<file path="config.mk">
export PLATFORM = sky130hd
export DESIGN_NAME = fft_sequencer
export DESIGN_NICKNAME = d
export VERILOG_FILES = /design/src/rtl/fft_pkg.sv /design/src/rtl/fft_valid_delay.sv /design/src/rtl/fft_sequencer.sv
export SDC_FILE = /design/constraint.sdc
export NUM_CORES = 1
export LEC_CHECK = 0
export BUFFER_PORTS_ARGS = -buffer_cell sky130_fd_sc_hd__clkbuf_2
export CORE_MARGIN = 4
export CORE_UTILIZATION = 48
export CTS_CLUSTER_DIAMETER = 80
export DETAILED_ROUTE_END_ITERATION = 16
export GPL_ROUTABILITY_DRIVEN = 0
export PLACE_DENSITY = 0.73
export SLEW_MARGIN = 20
export SYNTH_ARGS = -nofsm -noshare
export SYNTH_HDL_FRONTEND = slang
export SYNTH_SLANG_ARGS = --single-unit
</file>
<file path="constraint.sdc">
create_clock -name clk -period 1.4 [get_ports clk]
set_input_delay 0 -clock clk [delete_from_list [all_inputs] [get_ports clk]]
set_output_delay 0 -clock clk [all_outputs]
set_load 0.05 [all_outputs]
</file>
<file path="src/rtl/fft_pkg.sv">
// rtl/fft_pkg.sv - shared sizing helpers and FSM encoding for the FFT sequencer
package fft_pkg;

    typedef enum logic [1:0] {
        IDLE  = 2'd0,
        RUN   = 2'd1,
        DRAIN = 2'd2,
        DONE  = 2'd3
    } fft_state_e;

    function automatic int fft_log2n(input int n);
        return $clog2(n);
    endfunction

    function automatic int fft_stage_w(input int n);
        return $clog2($clog2(n));
    endfunction

    function automatic int fft_pair_w(input int n);
        return $clog2(n / 2);
    endfunction

    function automatic int fft_pipe_lat(input int bfly_latency);
        return 1 + bfly_latency;
    endfunction

endpackage

</file>
<file path="src/rtl/fft_valid_delay.sv">
// rtl/fft_valid_delay.sv - holdable valid shift register giving read (tap 1) and write (tap DEPTH) strobes
module fft_valid_delay #(
    parameter int DEPTH = 4
) (
    input  logic clk,
    input  logic reset,
    input  logic hold,
    input  logic din,
    output logic rd_tap,
    output logic wr_tap
);

    logic [DEPTH-1:0] shreg_q;
    logic [DEPTH-1:0] shreg_d;

    generate
        if (DEPTH == 1) begin : g_one
            always_comb shreg_d = hold ? shreg_q : din;
        end else begin : g_multi
            always_comb shreg_d = hold ? shreg_q : {shreg_q[DEPTH-2:0], din};
        end
    endgenerate

    always_ff @(posedge clk or posedge reset) begin
        if (reset) begin
            shreg_q <= '0;
        end else begin
            shreg_q <= shreg_d;
        end
    end

    assign rd_tap = shreg_q[0];
    assign wr_tap = shreg_q[DEPTH-1];

endmodule

</file>
<file path="src/rtl/fft_sequencer.sv">
// rtl/fft_sequencer.sv - radix-2 FFT stage/pair sequencer with inter-stage pipeline drain
// Optional input stall enabled by defining FFT_SEQ_STALL_EN.
module fft_sequencer
    import fft_pkg::*;
#(
    parameter int N            = 32,
    parameter int BFLY_LATENCY = 3
) (
    input  logic                              clk,
    input  logic                              reset,
    input  logic                              start,
`ifdef FFT_SEQ_STALL_EN
    input  logic                              stall,
`endif
    output logic [fft_stage_w(N)-1:0]         agu_stage,
    output logic [fft_pair_w(N)-1:0]          agu_pair_id,
    output logic                              issue_valid,
    output logic                              rd_en,
    output logic                              wr_en,
    output logic                              busy,
    output logic                              done
);

    localparam int LOG2N    = fft_log2n(N);
    localparam int STAGE_W  = fft_stage_w(N);
    localparam int PAIR_W   = fft_pair_w(N);
    localparam int PIPE_LAT = fft_pipe_lat(BFLY_LATENCY);
    localparam int CNT_W    = $clog2(PIPE_LAT + 1);

    localparam logic [STAGE_W-1:0] LAST_STAGE = STAGE_W'(LOG2N - 1);
    localparam logic [PAIR_W-1:0]  LAST_PAIR  = PAIR_W'(N / 2 - 1);
    localparam logic [CNT_W-1:0]   DRAIN_LEN  = CNT_W'(PIPE_LAT);

    logic hold;
`ifdef FFT_SEQ_STALL_EN
    assign hold = stall;
`else
    assign hold = 1'b0;
`endif

    fft_state_e         state_q, state_d;
    logic [STAGE_W-1:0] stage_q, stage_d;
    logic [PAIR_W-1:0]  pair_q, pair_d;
    logic [CNT_W-1:0]   drain_q, drain_d;
    logic               issue_q, issue_d;
    logic               busy_q, busy_d;
    logic               done_q, done_d;

    always_comb begin
        state_d = state_q;
        stage_d = stage_q;
        pair_d  = pair_q;
        drain_d = drain_q;
        issue_d = issue_q;
        busy_d  = busy_q;
        done_d  = 1'b0;
        case (state_q)
            IDLE: begin
                if (start) begin
                    state_d = RUN;
                    stage_d = '0;
                    pair_d  = '0;
                    issue_d = 1'b1;
                    busy_d  = 1'b1;
                end
            end
            RUN: begin
                pair_d = pair_q + PAIR_W'(1);
                if (pair_q == LAST_PAIR) begin
                    state_d = DRAIN;
                    issue_d = 1'b0;
                    drain_d = DRAIN_LEN;
                end
            end
            DRAIN: begin
                drain_d = drain_q - CNT_W'(1);
                if (drain_q == CNT_W'(1)) begin
                    if (stage_q == LAST_STAGE) begin
                        state_d = DONE;
                        busy_d  = 1'b0;
                        done_d  = 1'b1;
                    end else begin
                        state_d = RUN;
                        stage_d = stage_q + STAGE_W'(1);
                        pair_d  = '0;
                        issue_d = 1'b1;
                    end
                end
            end
            DONE: begin
                state_d = IDLE;
            end
            default: state_d = IDLE;
        endcase
        // A stalled cycle is invisible to the sequence: everything, including a pending done, waits.
        if (hold) begin
            state_d = state_q;
            stage_d = stage_q;
            pair_d  = pair_q;
            drain_d = drain_q;
            issue_d = issue_q;
            busy_d  = busy_q;
            done_d  = done_q;
        end
    end

    always_ff @(posedge clk or posedge reset) begin
        if (reset) begin
            state_q <= IDLE;
            stage_q <= '0;
            pair_q  <= '0;
            drain_q <= '0;
            issue_q <= 1'b0;
            busy_q  <= 1'b0;
            done_q  <= 1'b0;
        end else begin
            state_q <= state_d;
            stage_q <= stage_d;
            pair_q  <= pair_d;
            drain_q <= drain_d;
            issue_q <= issue_d;
            busy_q  <= busy_d;
            done_q  <= done_d;
        end
    end

    logic rd_tap, wr_tap;

    fft_valid_delay #(
        .DEPTH(PIPE_LAT)
    ) u_valid_delay (
        .clk   (clk),
        .reset (reset),
        .hold  (hold),
        .din   (issue_q),
        .rd_tap(rd_tap),
        .wr_tap(wr_tap)
    );

    assign agu_stage   = stage_q;
    assign agu_pair_id = pair_q;
    assign issue_valid = issue_q & ~hold;
    assign rd_en       = rd_tap & ~hold;
    assign wr_en       = wr_tap & ~hold;
    assign busy        = busy_q;
    assign done        = done_q & ~hold;

endmodule

</file>
==> results of run 1 <==
==> final cells by class <==
type / instances / area (µm²)
well taps: 25 / 31.3
clock buffers: 3 / 22.5
fillers: 131 / 519
inverters: 11 / 41.3
multi-input cells: 55 / 448
clock inverters: 1 / 5.00
repair buffers: 35 / 233
flip-flops and latches: 19 / 483
==> flip-flops by register name, summed over array words and instances (netlist names) <==
signal / count
agu_pair_id: 4
agu_stage: 3
busy: 1
done: 1
drain_q: 3
issue_valid: 1
state_q: 2
u_valid_delay.shreg_q: 4
==> metal layers <==
layer,share of wire,global-route usage,wire (µm)
met5,0,0,0
met3,0.040,0.0344,80
met2,0.48,0.276,957
met4,0.020,0.0917,40
met1,0.46,0.199,930
==> final timing paths <==
check                                         start                       end  slack [ns]  depth (start not counted)
setup / recovery                         drain_q[0]              agu_stage[0]        0.04                          5
hold / removal                                reset            agu_pair_id[3]        0.34                          3
setup reg to reg                         drain_q[0]              agu_stage[0]        0.04                          5
hold reg to reg            u_valid_delay.shreg_q[1]  u_valid_delay.shreg_q[2]        0.36                          0
max in group asynchronous                     reset                state_q[1]        0.58                          3
min in group clk           u_valid_delay.shreg_q[1]  u_valid_delay.shreg_q[2]        0.36                          0
==> worst min-delay path: cells and delay by family <==
family   cells  cell delay, ns
buf+inv      3            1.15
==> through the flow <==
stage                     power [W]  std cells   util
final                       0.00228        149  0.709
after global routing        0.00243        149  0.709
after CTS                   0.00214        142  0.653
after detailed placement    0.00185        134  0.617
after global placement      0.00182        134  0.617
after floorplan             0.00157         87      -
==> where the power goes <==
part | switching [W] | internal [W] | leakage (nW)
Clock | 0.000170 | 0.000106 | 0.0177
Sequential | 0.000163 | 0.000710 | 0.232
Combinational | 0.000688 | 0.000445 | 0.370
==> kinds of logic (layout without fill, tap and decap cells) <==
family	count (synthesis)	in the layout	share of synthesized area
flip-flops	19	19	0.514
multiplexers	2	2	0.0216
AND/OR/NAND/NOR	19	19	0.128
AO/OA/AOI/OAI	28	28	0.199
buffers and inverters	13	50	0.0608
XOR/XNOR	1	1	0.00946
adder cells (fa/ha/maj)	5	5	0.0676
==> what timing repair did <==
item                       CTS  global route
setup endpoints to repair    3            10
buffers inserted             2             7
hold endpoints to repair    21             0
gates cloned                 0             0
pin swaps                    1             3
hold buffers                 2             0
resized for setup            1            12
==> cells in the final DEF (no fill, tap or decap), types with 2 or more instances in the layout <==
master and instances:
and3_1 3, buf_4 19, clkbuf_2 14, nor2_1 3, ha_4 2, o21ai_1 2
a21oi_2 3, o31ai_1 2, clkbuf_4 3, nand2_1 4, ha_1 2, o21ai_0 3
dfrtp_1 13, a21oi_1 8, dlygate4sd3_1 2, inv_1 9, dfrtp_2 6, mux2i_1 2
==> results.json, run 1 <==
{
  "drv_slew": 0,
  "cp_data_arrival_time_ns": 1.56,
  "grt.total_usage": 0.167,
  "vias": 797,
  "slew-limit-headroom": 0.542,
  "nNetsFinal": 133,
  "die_w_um": 51.9,
  "yosysTopAreaCellShare": 0.514,
  "synth_area_um2": 926,
  "post-route-period-util": 0.971,
  "hold_class": "in -> async",
  "rsz0062_at_grt": "true",
  "io_buffers": 14,
  "clk_pin_slew_worst_paths_ns": 0.11,
  "yosysSeqAreaShare": 0.514,
  "tightest_slew_ns": 0.687,
  "synth_common_cells": "19 x dfrtp_1, 10 x a21oi_1, 10 x inv_1, 5 x ha_1, 5 x nand2_1",
  "antenna_found_initial": 0,
  "core.rowCount": 15,
  "boundaryPins": 15,
  "vias_per_cell": 5.35,
  "finalClockSkew_ns": 0.00608,
  "clock_latency_ns": 0.30,
  "crit_family": "flip-flops",
  "dr.pass1.iters": 4,
  "cts_root_buf": "clkbuf_4",
  "crit_slowest_cell": "dfrtp_1",
  "hpwl_um": 1390,
  "setup_viol": 0,
  "grt_max_degree": 20,
  "start_util": 0.519,
  "area_delta_synth_final_pct": 36.5,
  "postSynthCellCount": 87,
  "path_cells": "ha_4 > and4bb_4 > buf_4 > and3_1 > a21o_1",
  "outcome": "finished clean",
  "grt_pass1_vias": 744,
  "cts.sink_count": 19,
  "post_dp_cell_area_mm2": 0.00110,
  "min_period_ns": 1.36,
  "synth_cell_types": 32,
  "power_leakage_nw": 0.619,
  "ys_warn_count": 0,
  "critPathMaxFanout": 5,
  "setup_ws_ns": 0.0407,
  "core_mm2": 0.00178,
  "timing.hold.ws_ns": 0.337,
  "synth_ff_type": "dfrtp_1",
  "final_area_mm2": 0.00126,
  "drtAntennaViolNets": 0,
  "p_per_area_mw_per_mm2": 1810,
  "cp-end-kind": "flop",
  "ir_drop_uv": 995,
  "crit_buf_inv": 1,
  "synthArstFlopShare": 1.00,
  "synth-seq-cells": 19,
  "synth_top_area_cell": "dfrtp_1",
  "diodes": 0,
  "place_ws_ns": 0.00541,
  "dieArea_mm2": 0.00270,
  "routed_wl_um": 2010,
  "drv_cap": 0,
  "synth.avg_cell_area_um2": 10.6,
  "cts-buffers-inserted": 3,
  "cp.required_ns": 1.60,
  "fp.dieH_um": 51.9,
  "drc": 0,
  "grt_remaining_overflow": 0,
  "yosysMostFrequentCell": "dfrtp_1",
  "syn_nets": 95,
  "grt_pass1_wl_um": 3280,
  "drt-wirelength-per-cell_um": 13.5,
  "synth-edff-count": 0,
  "cts_tree": "built",
  "h-tree-depth": 1,
  "cts.path.max_buffers": 2,
  "drive_gt1_frac": 0.468,
  "critPathLaunchType": "flop",
  "crit_type": "reg -> reg",
  "slowest_delay_ns": 0.43,
  "max_freq_mhz": 736,
  "synthTopCellsByArea": "dfrtp_1 51%, ha_1 6.8%, a21oi_1 5.4%, inv_1 4.1%, o31ai_1 2.4%",
  "hold_violations": 0,
  "drt_iter0_drc": 14,
  "setup_tns_ns": 0
}
Power figures use the tool's default switching activity.
==> inputs of run 2 (changes only) <==
--- a/config.mk
+++ b/config.mk
@@ -7,11 +7,11 @@
 export LEC_CHECK = 0
 export BUFFER_PORTS_ARGS = -buffer_cell sky130_fd_sc_hd__clkbuf_2
 export CORE_MARGIN = 4
-export CORE_UTILIZATION = 48
-export CTS_CLUSTER_DIAMETER = 80
+export CORE_UTILIZATION = 30
+export CTS_CLUSTER_DIAMETER = 40
 export DETAILED_ROUTE_END_ITERATION = 16
 export GPL_ROUTABILITY_DRIVEN = 0
-export PLACE_DENSITY = 0.73
+export PLACE_DENSITY = 0.5
 export SLEW_MARGIN = 20
 export SYNTH_ARGS = -nofsm -noshare
 export SYNTH_HDL_FRONTEND = slang
==> run 2 against run 1 <==
Effect of this change:
- register-to-register slack worse by 0.02 ns
- critical path depth rose by 1
- global-route usage fell by 5.0 points
- wire length increased by 7.8%
- first-iteration DRC count grew to 3.7 times the previous value
- count of clock-buffer cells in the layout is the same
- via count rose by 0.63%
- clock power up 2%
- clock skew decreased by 0.0021 ns
- sequential share of layout area down 1.4 points
- sequential power is 4.2% lower
==> results.json, run 2 (synthesized netlist as in run 1, its figures left out) <==
{
  "start_util": 0.325,
  "critPathMaxFanout": 3,
  "vias_per_cell": 5.08,
  "cts_root_buf": "clkbuf_4",
  "path_cells": "ha_4 > and3b_1 > o31ai_2 > buf_4 > o21ai_2 > o41ai_2",
  "cts-buffers-inserted": 3,
  "comb_power_share": 0.515,
  "grt_pass1_wl_um": 3740,
  "switching_share": 0.451,
  "r2r-start": "drain_q[0]",
  "grt_use_met2": 0.184,
  "drc": 0,
  "power.share.clock": 0.123,
  "hpwl_um": 1560,
  "max_freq_mhz": 727,
  "drt_iter0_drc": 52,
  "cts.sink_count": 19,
  "post_dp_cell_area_mm2": 0.00117,
  "setup_viol": 0,
  "crit_type": "reg -> reg",
  "rr_worst_depth": 6,
  "cp_data_arrival_time_ns": 1.58,
  "hold_violations": 0,
  "p_per_area_mw_per_mm2": 1760,
  "h-tree-depth": 1,
  "reg2reg_slack_ns": 0.02,
  "die_w_um": 63.6,
  "core_mm2": 0.00285,
  "cts_tree": "built",
  "drtAntennaViolNets": 0,
  "p_seq_frac": 0.362,
  "clock_latency_ns": 0.30,
  "outcome": "finished clean",
  "io_buffers": 14,
  "fp.dieH_um": 63.6,
  "power_leakage_nw": 0.635,
  "tightest_slew_ns": 0.278,
  "grt_pass1_vias": 793,
  "cp.required_ns": 1.60,
  "boundaryPins": 15,
  "finalClockSkew_ns": 0.00401,
  "cp-end-kind": "flop",
  "grt_max_degree": 20,
  "routed_wl_um": 2160,
  "setup_tns_ns": 0,
  "vias": 802,
  "drv_slew": 0,
  "dieArea_mm2": 0.00404,
  "total_power_w": 0.00231,
  "area_delta_synth_final_pct": 41.4,
  "drive_gt1_frac": 0.488,
  "antenna_found_initial": 0,
  "r2r_end": "agu_pair_id[2]",
  "diodes": 0,
  "crit_slowest_cell": "dfrtp_1",
  "grtUsageMet1": 0.157,
  "min_period_ns": 1.38,
  "cts.path.max_buffers": 2,
  "grt.total_usage": 0.116,
  "nNetsFinal": 136,
  "post-route-period-util": 0.983,
  "power.internal_w": 0.00127,
  "ir_drop_uv": 1170,
  "use_met3": 0.0391,
  "hold_class": "in -> async",
  "final_common_cell": "buf_4",
  "drt-wirelength-per-cell_um": 13.7,
  "drv_cap": 0,
  "final_area_mm2": 0.00131,
  "dr.pass1.iters": 4,
  "grt-busiest-layer": "met2",
  "slowest_delay_ns": 0.44,
  "slew-limit-headroom": 0.816,
  "switching_power_w": 0.00104,
  "clk_pin_slew_worst_paths_ns": 0.11,
  "rsz0062_at_grt": "true",
  "grt_remaining_overflow": 0,
  "core.rowCount": 19,
  "critPathLaunchType": "flop",
  "final_cell_mix": "21 x buf_4, 14 x dfrtp_1, 14 x clkbuf_2"
}
run 2: cell count changes in the layout (fill, tap and decap cells not counted), moves of 2 or more:
cell / previous run / this run
a21oi_1: 8 / 10
a21oi_2: 3 / 0
and3_1: 3 / 1
and3_4: 0 / 2
buf_4: 19 / 21
inv_1: 9 / 7
inv_2: 1 / 3
o21ai_0: 3 / 1
run 2: worst max-delay path by stage:
stage | startpoint | to | slack [ns]
3_5_place_dp | drain_q[0] | agu_pair_id[2] | -0.05
4_1_cts | drain_q[0] | agu_pair_id[2] | -0.02
2_1_floorplan | agu_stage[0] | agu_pair_id[0] | -0.10
6_report | drain_q[0] | agu_pair_id[2] | 0.02
5_1_grt | drain_q[0] | agu_pair_id[1] | -0.04
3_3_place_gp | drain_q[0] | agu_pair_id[2] | -0.08
run 2: final cells by class:
type / instances / area [µm²]
Fill cell: 279 / 1540
Timing Repair Buffer: 38 / 259
Sequential cell: 19 / 482
Inverter: 11 / 41.3
Clock buffer: 3 / 22.5
Clock inverter: 1 / 5.00
Tap cell: 31 / 38.8
Multi-Input combinational cell: 55 / 460
run 2: worst max-delay path: cells and delay by family, from the launching register on:
family                     cells  cell delay, ns
DFF                            1            0.44
AOI/OAI and AO/OA              3            0.31
and+or+nand+nor                1            0.19
adders and majority gates      1            0.18
buffers and inverters          1            0.16
run 2: routing by layer:
metal / routed length (µm) / share of wire
met1: 1010 / 0.47
met2: 1050 / 0.49
met3: 85 / 0.039
met4: 13 / 0.0060
met5: 0 / 0
run 2: power by group through the flow:
stage	sequential (W)	clock [W]	combinational, W
2_1_floorplan	0.00115	0	0.000413
3_3_place_gp	0.000837	0	0.00110
3_5_place_dp	0.000842	0	0.00111
4_1_cts	0.000831	0.000303	0.00116
5_1_grt	0.000858	0.000329	0.00130
6_report	0.000835	0.000283	0.00119
run 2: repair_timing:
| item | in CTS | in global routing |
|---|---|---|
| endpoints found under the hold margin | 21 | 0 |
| hold buffers | 2 | 0 |
| setup endpoints to repair | 6 | 8 |
| setup buffers | 2 | 2 |
| gates resized for setup | 8 | 10 |
| pin swaps | 3 | 4 |
run 2: stage by stage:
step	util	hold slack [ns]	cells	worst slack (ns)
after floorplan	-	-0.0491	87	-0.100
after global placement	0.409	0.0146	148	-0.0786
after detailed placement	0.409	0.0250	148	-0.0544
after CTS	0.441	0.246	156	-0.0236
after global routing	0.459	0.260	158	-0.0440
final	0.459	0.243	158	0.0239
